==> src/rtl/snake_pkg.sv <==
// rtl/snake_pkg.sv - shared state encoding and direction constants for the snake game loop
package snake_pkg;

    typedef enum logic [3:0] {
        IDLE, INIT, LOAD, WAIT, FOOD, MOVE, PREV, RD,
        SWAP, RD2, DRAW, ADV, CHECK, GROW, DEADCHK, DEAD
    } state_t;

    localparam logic [2:0] DIR_UP    = 3'b100;
    localparam logic [2:0] DIR_DOWN  = 3'b110;
    localparam logic [2:0] DIR_LEFT  = 3'b000;
    localparam logic [2:0] DIR_RIGHT = 3'b001;

    localparam int PIX_PER_SEG = 9;

    function automatic logic is_opposite(input logic [2:0] a, input logic [2:0] b);
        return (a == DIR_UP    && b == DIR_DOWN)  || (a == DIR_DOWN  && b == DIR_UP) ||
               (a == DIR_LEFT  && b == DIR_RIGHT) || (a == DIR_RIGHT && b == DIR_LEFT);
    endfunction

endpackage

==> src/rtl/snake_frame_timer.sv <==
// rtl/snake_frame_timer.sv - frame pacing counter, pulses done on its last count
module snake_frame_timer #(
    parameter int FRAME_CYCLES = 833333
) (
    input  logic clk,
    input  logic rst,
    input  logic clear,
    input  logic enable,
    output logic done
);

    localparam int CW = $clog2(FRAME_CYCLES);

    logic [CW-1:0] count;

    assign done = enable && (count == CW'(FRAME_CYCLES - 1));

    always_ff @(posedge clk or posedge rst) begin
        if (rst) begin
            count <= '0;
        end else if (clear || done) begin
            count <= '0;
        end else if (enable) begin
            count <= count + CW'(1);
        end
    end

endmodule

==> src/rtl/snake_control.sv <==
// rtl/snake_control.sv - game-loop sequencer driving the snake datapath strobes
module snake_control
    import snake_pkg::*;
#(
    parameter int INIT_LEN     = 4,
    parameter int MAX_LEN      = 64,
    parameter int FRAME_CYCLES = 833333
) (
    input  logic        clk,
    input  logic        rst,
    input  logic        go,
    input  logic        key_up,
    input  logic        key_down,
    input  logic        key_left,
    input  logic        key_right,
    input  logic        isDead,
    input  logic        inc_length,
    output logic        ld_head,
    output logic        ld_q_def,
    output logic        inc_address,
    output logic        rst_address,
    output logic        draw_q,
    output logic        update_head,
    output logic        ld_head_into_prev,
    output logic        ld_q_into_curr,
    output logic        ld_prev_into_q,
    output logic        ld_curr_into_prev,
    output logic        draw_curr,
    output logic        food_en,
    output logic        check_inc,
    output logic        lock,
    output logic [3:0]  cnt_status,
    output logic [2:0]  dir,
    output logic [10:0] length
);

    state_t      state;
    logic [10:0] seg;
    logic [3:0]  pix;
    logic [2:0]  pending_dir;
    logic        frame_done;
    logic        timer_clear;
    logic        timer_en;
    logic        any_key;

    assign any_key     = key_up | key_down | key_left | key_right;
    assign timer_en    = (state == WAIT);
    assign timer_clear = (state != WAIT);

    snake_frame_timer #(.FRAME_CYCLES(FRAME_CYCLES)) u_frame_timer (
        .clk    (clk),
        .rst    (rst),
        .clear  (timer_clear),
        .enable (timer_en),
        .done   (frame_done)
    );

    always_ff @(posedge clk or posedge rst) begin
        if (rst) begin
            state       <= IDLE;
            seg         <= '0;
            pix         <= '0;
            length      <= 11'(INIT_LEN);
            dir         <= DIR_UP;
            pending_dir <= DIR_UP;
        end else begin
            if (state != IDLE && state != DEAD) begin
                if (key_up)         pending_dir <= DIR_UP;
                else if (key_down)  pending_dir <= DIR_DOWN;
                else if (key_left)  pending_dir <= DIR_LEFT;
                else if (key_right) pending_dir <= DIR_RIGHT;
            end
            case (state)
                IDLE:  if (go) state <= INIT;
                INIT: begin
                    seg    <= '0;
                    length <= 11'(INIT_LEN);
                    dir    <= DIR_UP;
                    state  <= LOAD;
                end
                LOAD: begin
                    if (seg == 11'(INIT_LEN - 1)) begin
                        seg   <= '0;
                        state <= WAIT;
                    end else begin
                        seg <= seg + 11'd1;
                    end
                end
                WAIT:  if (frame_done) state <= FOOD;
                FOOD:  state <= MOVE;
                MOVE: begin
                    if (!is_opposite(pending_dir, dir)) dir <= pending_dir;
                    state <= PREV;
                end
                PREV: begin
                    seg   <= '0;
                    state <= RD;
                end
                RD:    state <= SWAP;
                SWAP:  state <= RD2;
                RD2: begin
                    pix   <= '0;
                    state <= DRAW;
                end
                DRAW: begin
                    if (pix == 4'(PIX_PER_SEG - 1)) begin
                        pix   <= '0;
                        state <= ADV;
                    end else begin
                        pix <= pix + 4'd1;
                    end
                end
                ADV: begin
                    if (seg == length - 11'd1) begin
                        state <= CHECK;
                    end else begin
                        seg   <= seg + 11'd1;
                        state <= RD;
                    end
                end
                CHECK: state <= (inc_length && length < 11'(MAX_LEN)) ? GROW : DEADCHK;
                GROW: begin
                    length <= length + 11'd1;
                    state  <= DEADCHK;
                end
                DEADCHK: state <= isDead ? DEAD : WAIT;
                DEAD:    if (go) state <= INIT;
            endcase
        end
    end

    // Moore decode: a reset forces IDLE and therefore silences every strobe at once.
    always_comb begin
        ld_head           = 1'b0;
        ld_q_def          = 1'b0;
        inc_address       = 1'b0;
        rst_address       = 1'b0;
        draw_q            = 1'b0;
        update_head       = 1'b0;
        ld_head_into_prev = 1'b0;
        ld_q_into_curr    = 1'b0;
        ld_prev_into_q    = 1'b0;
        ld_curr_into_prev = 1'b0;
        food_en           = 1'b0;
        check_inc         = 1'b0;
        lock              = 1'b0;
        cnt_status        = 4'd0;
        case (state)
            INIT: begin
                ld_head     = 1'b1;
                rst_address = 1'b1;
            end
            LOAD: begin
                ld_q_def    = 1'b1;
                inc_address = 1'b1;
            end
            WAIT:  lock = any_key;
            FOOD:  food_en = 1'b1;
            MOVE: begin
                update_head = 1'b1;
                rst_address = 1'b1;
            end
            PREV:  ld_head_into_prev = 1'b1;
            SWAP: begin
                ld_q_into_curr = 1'b1;
                ld_prev_into_q = 1'b1;
            end
            DRAW: begin
                draw_q     = 1'b1;
                cnt_status = pix;
            end
            ADV: begin
                ld_curr_into_prev = 1'b1;
                inc_address       = 1'b1;
            end
            CHECK: check_inc      = 1'b1;
            GROW:  ld_prev_into_q = 1'b1;
            default: ;
        endcase
    end

    assign draw_curr = 1'b0;

endmodule

==> config.mk <==
export PLATFORM = sky130hd
export DESIGN_NAME = snake_control
export DESIGN_NICKNAME = d
export VERILOG_FILES = /design/src/rtl/snake_pkg.sv /design/src/rtl/snake_frame_timer.sv /design/src/rtl/snake_control.sv
export SDC_FILE = /design/constraint.sdc
export NUM_CORES = 1
export LEC_CHECK = 0
export ABC_AREA = 1
export CAP_MARGIN = 10
export CORE_AREA = 2 2 85 87
export CTS_CLUSTER_SIZE = 30
export DETAILED_ROUTE_END_ITERATION = 12
export DIE_AREA = 0 0 87 89
export PLACE_DENSITY = 0.88
export SLEW_MARGIN = 0
export SYNTH_ARGS = -nofsm -noshare
export SYNTH_HDL_FRONTEND = slang
export SYNTH_SLANG_ARGS = --single-unit
==> constraint.sdc <==
create_clock -name clk -period 6 [get_ports clk]
set_clock_uncertainty 0.15 [all_clocks]
set_input_delay 0.9 -clock clk [delete_from_list [all_inputs] [get_ports clk]]
set_output_delay 0.9 -clock clk [all_outputs]
set_load 0.03 [all_outputs]
==> impl_metrics.csv <==
group,metric,value,unit
synth,synth_cell_type_count,39,
synth,postSynthCellCount,579,
cells_and_area,antenna-diode-count,0,
synth,synth_top_family_by_area,"simple AND/OR/NAND/NOR gates",
clocking,cts_resized,0,
global_route,grt_max_degree,57,
clocking,clk_pin_slew,0.11,ns
timing,relSlewSlack,49.5,%
place,dpl.hpwl,6890,um
synth,synth_ff_type,"dfrtp_1",
detailed_routing,num_vias,3804,
floorplan,die-area,7740,um2
place,place_congestion,0.902,
clocking,postCtsSetupBuffers,0,
floorplan,initial_core_util,59.0,%
worst_setup_path,worst-path-max-fanout,10,
clocking,cts_tree,"done",
cells_and_area,drive_above_1_share,9.11,%
clocking,cts_hold_buf,0,
cells_and_area,fillers,556,
synth,ys_ff_latch,56,
synth,synthMuxAreaShare,0,%
synth,async_flop_share,100,%
timing,slew_violations,0,
place,port-buffer-count,39,
timing,grt_setup_unrepaired,"no",
clocking,clk_latency,0.32,ns
global_route,grt.overflow.total,0,
synth,synth_common_cells,"nand2_1, nor2_1, inv_1",
floorplan,num_rows,30,
clocking,clock-sinks,56,
floorplan,dieWidth,87,um
timing,finalHoldViolCount,0,
cells_and_area,final_nets,630,
worst_setup_path,crit_required,4.95,ns
timing,min_period,3.46,ns
synth,synth_area,3960,um2
synth,ys_seq_area_share,35.4,%
synth,ys_warn_count,0,
cells_and_area,fin_area,4470,um2
global_route,first_global_vias,3609,
worst_setup_path,worst-setup-path-type,"flop to primary output",
synth,yosys.area.top_type,"dfrtp_1",
synth,synth_compound_area_share,8.65,%
clocking,root_buffer,"clkbuf_8",
detailed_routing,wire_per_inst,12.9,um
detailed_routing,drc,0,
synth,synth-simple-area-share,38.4,%
detailed_routing,drtAntennaViolNets,0,
synth,yosysMostFrequentCell,"nand2_1",
timing,worstMarginPinSlew,0.756,ns
timing,fin_setup_tns,0,ns
clocking,clockBufferDepth,2,
synth,synth_edf_count,0,
timing,setup-violations-final,0,
synth,avgSynthCellArea,6.85,um2
detailed_routing,drt-pass1-iter-count,5,
place,placed_area,4370,um2
cells_and_area,syn2layout_area_growth,12.7,%
global_route,grtUsageTotal,24.2,%
synth,synth_nets,595,
pwr,leakage,2.11,nW
floorplan,core,6720,um2
worst_setup_path,arrival,2.41,ns
cells_and_area,multi_input_area,2120,um2
detailed_routing,totalWireLength,8950,um
floorplan,die_h,89,um
pwr,p_per_area,320,nW/um2
timing,fmax,289,MHz
worst_setup_path,start_kind,"flop",
timing,finalCritPeriodShare,57.7,%
status,status,"completed",
run,cap_viol_max_count,0,
synth,synth_top_area_share,33.5,%
global_route,grt_antenna_before_repair,0,
cells_and_area,seq_area,1410,um2
floorplan,io_pins,41,
clocking,h-tree-depth,2,
clocking,cts_buffers,5,
detailed_routing,drtIter0Drc,294,
synth,synthAdderAreaFrac,2.21,%
synth,yosys-top-cells-area,"dfrtp_1, nand2_1, nor2_1",
worst_setup_path,critical_path.endpoint_type,"primary output",
cells_and_area,utilization,66.5,%
hold_path,min_path_type,"flop to flop",
synth,synth_xor_area_share,4.20,%
pwr,vdd_drop_max,0.323,mV
detailed_routing,viasPerCell,5.47,
global_route,grt_pass1_wl,15300,um
-- cells in the final DEF, fill, tap and decap left out, drive strengths merged, types with 2 or more instances in the layout --
cell / synthesis / routed
clkdlybuf4s50: 0 / 39
a21oi: 21 / 21
o31ai: 3 / 3
inv: 92 / 94
nor4: 4 / 4
o22ai: 3 / 3
nor2: 90 / 90
o21ai: 33 / 33
clkbuf: 0 / 5
xnor2: 5 / 5
nand4: 13 / 13
or2: 2 / 2
dfrtp: 53 / 53
nor3: 25 / 25
xor2: 14 / 14
dfstp: 3 / 3
nand2: 142 / 142
nor3b: 5 / 5
ha: 7 / 7
nand3: 46 / 46
-- through the flow --
step,cells,setup WS [ns],hold WS [ns],total power [mW]
6_report,695,2.54,0.375,1.43
5_1_grt,695,2.39,0.405,1.53
4_1_cts,695,2.55,0.380,1.43
3_5_place_dp,687,2.57,0.364,1.21
3_3_place_gp,687,2.63,0.352,1.18
2_1_floorplan,579,3.43,0.324,1.04
-- registers in the layout (all words and copies together), names as in the netlist --
signal and count:
u_frame_timer.count 20, length 11, seg 11, pix 4, state 4, dir 3, pending_dir 3
-- cells by family (layout without fill, tap and decap cells) --
| family | Yosys count | after routing |
|---|---|---|
| XOR/XNOR | 19 | 19 |
| AND/OR/NAND/NOR | 328 | 328 |
| flip-flops | 56 | 56 |
| buffers and inverters | 105 | 141 |
| other | 1 | 1 |
| AO/OA/AOI/OAI | 63 | 63 |
| adder cells (fa/ha/maj) | 7 | 7 |
-- path summary, 6_finish.rpt --
check / from / end / slack, ns / depth (start not counted)
worst min register to register: dir[2] / dir[2] / 0.38 / 2
worst max-delay path: state[0] / ld_prev_into_q / 2.54 / 7
worst max register to register: u_frame_timer.count[0] / state[3] / 3.59 / 10
min in group asynchronous: rst / u_frame_timer.count[2] / 0.94 / 3
worst min-delay path: dir[2] / dir[2] / 0.38 / 2
max in group asynchronous: rst / length[0] / 4.30 / 3
-- routing by layer --
metal	up-vias	GRT usage, %	wire length [um]
li1	1912	-	-
met4	0	7.95	145
met3	14	3.60	504
met2	128	41.4	4280
met1	1750	31.6	4020
met5	-	0	0
-- layout make-up --
cell class	count	share of cell area [%]
Clock inverter	3	0.560
Sequential cell	56	31.4
Multi-Input combinational cell	418	47.5
Clock buffer	5	1.54
Inverter	93	7.81
Tap cell	80	2.24
Timing Repair Buffer	40	8.91
-- critical path, stage by stage, from the launching register on --
cell and delay [ns]:
dfrtp_1 0.49, inv_1 0.09, nor2_1 0.15, inv_1 0.13, nor2_4 0.23, inv_1 0.15
o21ai_0 0.14, clkdlybuf4s50_1 0.72
-- where the power goes --
group          internal, mW  total [mW]  switching, mW
registers             0.435       0.508         0.0732
clock network        0.0855       0.220          0.135
logic                 0.222       0.699          0.477
total                 0.743        1.43          0.685
Power figures use the tool's default switching activity.
